$ cat src/rtl/saanvi_multimode_counter.sv
// Multimode prescaled counter: free-run, modulo, one-shot and ping-pong
// counting with up/down control, parallel load, terminal-count pulse and a
// sticky one-shot done flag. All state is updated on the rising clock edge
// with a synchronous active-high reset.
module saanvi_multimode_counter #(
   parameter int WIDTH      = 8,
   parameter int PRESCALE_W = 4
) (
   input  logic                  clk,
   input  logic                  rst,
   input  logic                  en,
   input  logic                  dir,
   input  logic [1:0]            mode,
   input  logic                  load,
   input  logic [WIDTH-1:0]      load_val,
   input  logic [WIDTH-1:0]      mod_val,
   input  logic [PRESCALE_W-1:0] prescale,
   output logic [WIDTH-1:0]      count,
   output logic                  tc,
   output logic                  done,
   output logic                  dir_q
);

   typedef enum logic [1:0] {
      MODE_FREE     = 2'b00,
      MODE_MODULO   = 2'b01,
      MODE_ONESHOT  = 2'b10,
      MODE_PINGPONG = 2'b11
   } mode_e;

   localparam logic [WIDTH-1:0]      CNT_ONE = {{(WIDTH-1){1'b0}}, 1'b1};
   localparam logic [PRESCALE_W-1:0] PRE_ONE = {{(PRESCALE_W-1){1'b0}}, 1'b1};

   mode_e                 mode_sel;
   mode_e                 mode_q,  mode_d;
   logic [WIDTH-1:0]      count_q, count_d;
   logic [PRESCALE_W-1:0] pre_q,   pre_d;
   logic                  tc_q,    tc_d;
   logic                  done_q,  done_d;
   logic                  dir_state_q, dir_d;

   logic                  tick;
   logic                  pp_dir;
   logic [WIDTH-1:0]      count_inc;
   logic [WIDTH-1:0]      count_dec;

   assign mode_sel  = mode_e'(mode);
   assign tick      = en && (pre_q == prescale);
   assign count_inc = count_q + CNT_ONE;
   assign count_dec = count_q - CNT_ONE;
   // Ping-pong always starts upward on the first cycle spent in mode 11.
   assign pp_dir    = (mode_q == MODE_PINGPONG) ? dir_state_q : 1'b0;

   // Next-state: priority load > tick; prescaler, mode-dependent stepping, flags.
   always_comb begin
      // NOTE: every variable gets a default before any branch, so no path
      // leaves one unassigned and no latch is inferred.
      count_d = count_q;
      pre_d   = pre_q;
      tc_d    = 1'b0;
      done_d  = done_q;
      mode_d  = mode_sel;
      dir_d   = (mode_sel == MODE_PINGPONG) ? pp_dir : dir;

      if (mode_sel != MODE_ONESHOT) begin
         done_d = 1'b0;
      end

      if (load) begin
         count_d = load_val;
         pre_d   = '0;
         done_d  = 1'b0;
         if (mode_sel == MODE_PINGPONG) begin
            dir_d = 1'b0;
         end
      end else begin
         if (tick) begin
            pre_d = '0;
         end else if (en) begin
            pre_d = pre_q + PRE_ONE;
         end

         if (tick) begin
            unique case (mode_sel)
               MODE_FREE: begin
                  count_d = dir ? count_dec : count_inc;
                  tc_d    = dir ? (count_q == '0) : (count_q == '1);
               end
               MODE_MODULO: begin
                  if (!dir) begin
                     if (count_q >= mod_val) begin
                        count_d = '0;
                        tc_d    = 1'b1;
                     end else begin
                        count_d = count_inc;
                     end
                  end else if ((count_q == '0) || (count_q > mod_val)) begin
                     count_d = mod_val;
                     tc_d    = 1'b1;
                  end else begin
                     count_d = count_dec;
                  end
               end
               MODE_ONESHOT: begin
                  if (!done_q) begin
                     if (!dir) begin
                        if (count_q >= mod_val) begin
                           done_d = 1'b1;
                           tc_d   = 1'b1;
                        end else begin
                           count_d = count_inc;
                           done_d  = (count_inc == mod_val);
                           tc_d    = (count_inc == mod_val);
                        end
                     end else if (count_q == '0) begin
                        done_d = 1'b1;
                        tc_d   = 1'b1;
                     end else begin
                        count_d = count_dec;
                        done_d  = (count_q == CNT_ONE);
                        tc_d    = (count_q == CNT_ONE);
                     end
                  end
               end
               MODE_PINGPONG: begin
                  if (mod_val == '0) begin
                     count_d = '0;
                     tc_d    = 1'b1;
                  end else if (!pp_dir) begin
                     if (count_q >= mod_val) begin
                        dir_d   = 1'b1;
                        count_d = count_dec;
                        tc_d    = (count_q == CNT_ONE);
                     end else begin
                        count_d = count_inc;
                        tc_d    = (count_inc == mod_val);
                     end
                  end else if (count_q == '0) begin
                     dir_d   = 1'b0;
                     count_d = CNT_ONE;
                     tc_d    = (mod_val == CNT_ONE);
                  end else begin
                     count_d = count_dec;
                     tc_d    = (count_q == CNT_ONE);
                  end
               end
               default: ;
            endcase
         end
      end
   end

   // State register with synchronous reset.
   always_ff @(posedge clk) begin
      // NOTE: sequential state uses non-blocking assignments so all registers
      // update together from values sampled before the edge.
      if (rst) begin
         count_q     <= '0;
         pre_q       <= '0;
         tc_q        <= 1'b0;
         done_q      <= 1'b0;
         dir_state_q <= 1'b0;
         mode_q      <= MODE_FREE;
      end else begin
         count_q     <= count_d;
         pre_q       <= pre_d;
         tc_q        <= tc_d;
         done_q      <= done_d;
         dir_state_q <= dir_d;
         mode_q      <= mode_d;
      end
   end

   assign count = count_q;
   assign tc    = tc_q;
   assign done  = done_q;
   assign dir_q = dir_state_q;

endmodule

$ cat config.mk
export PLATFORM = sky130hd
export DESIGN_NAME = saanvi_multimode_counter
export DESIGN_NICKNAME = d
export VERILOG_FILES = /design/src/rtl/saanvi_multimode_counter.sv
export SDC_FILE = /design/constraint.sdc
export NUM_CORES = 1
export LEC_CHECK = 0
export ABC_AREA = 1
export BUFFER_PORTS_ARGS = -buffer_cell sky130_fd_sc_hd__clkbuf_2
export CAP_MARGIN = 25
export CORE_MARGIN = 3
export CORE_UTILIZATION = 40
export CTS_CLUSTER_SIZE = 10
export DETAILED_ROUTE_END_ITERATION = 7
export GPL_TIMING_DRIVEN = 0
export PLACE_DENSITY = 0.67
export RECOVER_POWER = 100
export SLEW_MARGIN = 25
export SYNTH_ARGS = -nofsm -noshare
export SYNTH_HDL_FRONTEND = slang
export SYNTH_SLANG_ARGS = --single-unit
$ cat constraint.sdc
create_clock -name clk -period 5.8 [get_ports clk]
set_clock_uncertainty 0.15 [all_clocks]
set_input_delay 1.16 -clock clk [delete_from_list [all_inputs] [get_ports clk]]
set_output_delay 1.16 -clock clk [all_outputs]
set_load 0.02 [all_outputs]
==> results by group <==
Timing
  • Final period util: 61.7%
  • Total Neg Setup Slack: 0 ns
  • Max Slew Vio Count: 0
  • RSZ-0062 raised after global routing: false
  • Final setup violation count: 0
  • Post-route minimum period: 3.58 ns
  • Final Hold Fails: 0
  • Slew headroom: 60.7%
  • Slew @ Worst Pin: between 0.5 and 0.6 ns
  • Final worst slack: 2.22 ns
  • F_max: 0.280 GHz
  • Hold WS: 0.380 ns

Logic synthesis
  • Sequential-to-total area share from yosys stat: 15.1%
  • Post-synth top area cell: nand2_1
  • Main area contributors after synthesis: nand2_1, dfxtp_1, nor2_1
  • Synth warn: 0
  • Post-synth ARST share: 0%
  • FF+latch count, synth: 17
  • Syn_nets: a little over 400
  • Synthesized area: 0.00226 mm²
  • Gate Count Post-Synth: 369
  • Synth unique cells: 41
  • Yosys top cell area share: 16.1%
  • Main flop type after synthesis: dfxtp_1
  • Post-synth EDFFs: 0
  • Synth Area per Inst: 6.13 µm²

Routing
  • Routed via count: roughly 2500
  • Post-route ant nets: 0
  • DRC Markers: 0
  • Drt pass-1 iters: 5
  • Final WL: 6530 µm
  • DR iter-0 viols: 251
  • Drt via density: 5.18
  • Drt wl/cell: between 10 and 15 µm

Critical path
  • WP data required: 5.84 ns
  • FF-to-FF End: count[5]
  • Crit path kind: input pin to register
  • CP Launch Point: mod_val[3]
  • CP Max Fanout: 10
  • Crit path capture type: register
  • FF-to-FF setup slack: 2.75 ns
  • Crit Reg-Reg Startpoint: count[0]
  • FF-to-FF path depth: 14
  • Startpoint type of the worst setup path: input pin
  • Worst EP arrival: 3.62 ns

Clock tree
  • Num Clock Sinks: 17
  • CTS tree: built
  • Hold_buf cts: 0
  • CTS clock-pin slew for the worst setup and hold paths: 0.08 ns
  • Clock Latency Late Sink: 0.27 ns
  • Clk buf depth: 2
  • # Post-CTS Setup Buffers: 0
  • Post_cts resized: 0
  • Total CTS buffers: 3
  • Max H-tree Level: 1
  • CTS Root Buffer Type: clkbuf_8

Floorplan
  • Initial Utilization: 42.9%
  • Die Y-Extent: 81.2 µm
  • Chip Width: approximately 81 µm
  • DIE AREA: 0.00659 mm²
  • Site Rows: 26
  • Number of top-level pins: 38
  • Core area: 0.00527 mm²

Pwr
  • Leak pwr: 1.24 nW
  • Int Pwr: 252 µW
  • PwrDens: 184 mW/mm²
  • NetSw: 208 µW
  • Clock power frac: 21.1%
  • Combinational power share: 49.7%
  • Max VDD drop: 91.5 µV
  • Sequential Power Share: roughly 29%
  • Switching Share: 45.2%

Hold path
  • Hold Crit Start: done
  • Hold path cells: 2
  • Worst hold path class: register to register
  • Hold EP: done

Final layout
  • Fillers: 614
  • Nets@finish: 450
  • Layout Area Growth over Synthesis: 10.8%
  • Most frequent cells in the layout: nand2_1, nor2_1, inv_1
  • Commonest non-fill, non-tap cell in the layout: nand2_1
  • Layout cell share with drive strength beyond 1: 16.4%
  • Diode count: 0

Global routing
  • First-pass GRT wire length: 10600 µm
  • Initial antenna violation count: 0
  • Vias in the first global route: 2211
  • Pin count of the biggest net entering global routing: 11
  • All-Layer GR Usage: 20.7%
  • Remaining Overflow, GRT: 0

Status
  • Outcome: completed

Run
  • Max cap viols: 0

Placement
  • Port Buffers: 36
  • Detailed Place HPWL: approximately 5400 µm
  • GPL Wtd Cong: 0.901
  • Worst slack, placed: between 2 and 3 ns
## power by group through the flow
| stage | sequential (mW) | clock, mW | combinational, mW |
|---|---|---|---|
| floorplan | 0.139 | 0 | 0.170 |
| global route | 0.135 | 0.103 | 0.256 |
| global placement | 0.137 | 0 | 0.230 |
| detailed placement | 0.137 | 0 | 0.231 |
| finish | 0.134 | 0.0972 | 0.229 |
| CTS | 0.134 | 0.0969 | 0.232 |
## worst max-delay path by stage
stage	end	slack [ns]	cells after the start
after floorplan	count[0]	2.97	16
after global placement	count[3]	2.58	14
after detailed placement	count[6]	2.56	14
after CTS	count[6]	2.84	14
after global routing	count[3]	2.00	15
final	count[3]	2.22	15
## registers in the layout, summed over array words and instances, names as in the netlist
| name | count |
|---|---|
| mode_q | 2 |
| count | 8 |
| pre_q | 4 |
| dir_q | 1 |
| done | 1 |
| tc | 1 |
## cell usage after synthesis (5+ instances only)
library cell and n:
a21oi_1 15, nand4_1 8, o21ai_0 9, nand2_2 10, ha_1 13, inv_2 5
nand3_1 30, inv_1 35, a21oi_2 5, xor2_1 9, nand2_1 97, nor2_4 5
nor2_1 59, dfxtp_1 17
## per-stage QoR
step                      util, %  instance area, µm²  power, mW  instances
final                        47.6                2510      0.460        479
after global routing         47.6                2510      0.494        479
after CTS                    48.9                2570      0.463        479
after detailed placement     48.0                2530      0.368        475
after global placement       48.0                2530      0.367        475
after floorplan                 -                2260      0.309        369
## critical path, stage by stage
cell      delay [ns]
clkbuf_1        0.15
inv_1           0.11
ha_1            0.32
nand2_1         0.06
inv_1           0.06
nand2_1         0.06
nand2_1         0.05
nand2_1         0.13
nand3_1         0.31
nand4_1         0.20
nand4_1         0.34
clkbuf_1        0.33
nor2_1          0.13
nand2_1         0.06
a21oi_1         0.13
## layout make-up
cell class / count / area (µm²) / share of cell area (%)
multi-input cells: 299 / 1640 / 65.5
clock buffers: 3 / 41.3 / 1.65
well taps: 70 / 87.6 / 3.49
plain buffers: 11 / 71.3 / 2.85
inverters: 42 / 158 / 6.29
repair buffers: 36 / 163 / 6.49
clock inverters: 1 / 5.00 / 0.200
flip-flops and latches: 17 / 340 / 13.6
## metal layers
layer / track usage, % / wire, µm / vias to the layer above
met5: 0 / 0 / -
met4: 6.42 / 108 / 0
met3: 1.33 / 298 / 9
met2: 33.0 / 2920 / 92
met1: 29.7 / 3200 / 1105
li1: - / - / 1274
## logic make-up (layout without fill, tap and decap cells)
logic type	Yosys count	count (layout)	synth area share (%)
flip-flops	17	17	15.1
buffers and inverters	53	93	10.5
AO/OA/AOI/OAI	43	43	11.6
adder cells (fa/ha/maj)	13	13	7.19
XOR/XNOR	13	13	5.65
AND/OR/NAND/NOR	230	230	50.0
Power figures use the tool's default switching activity.
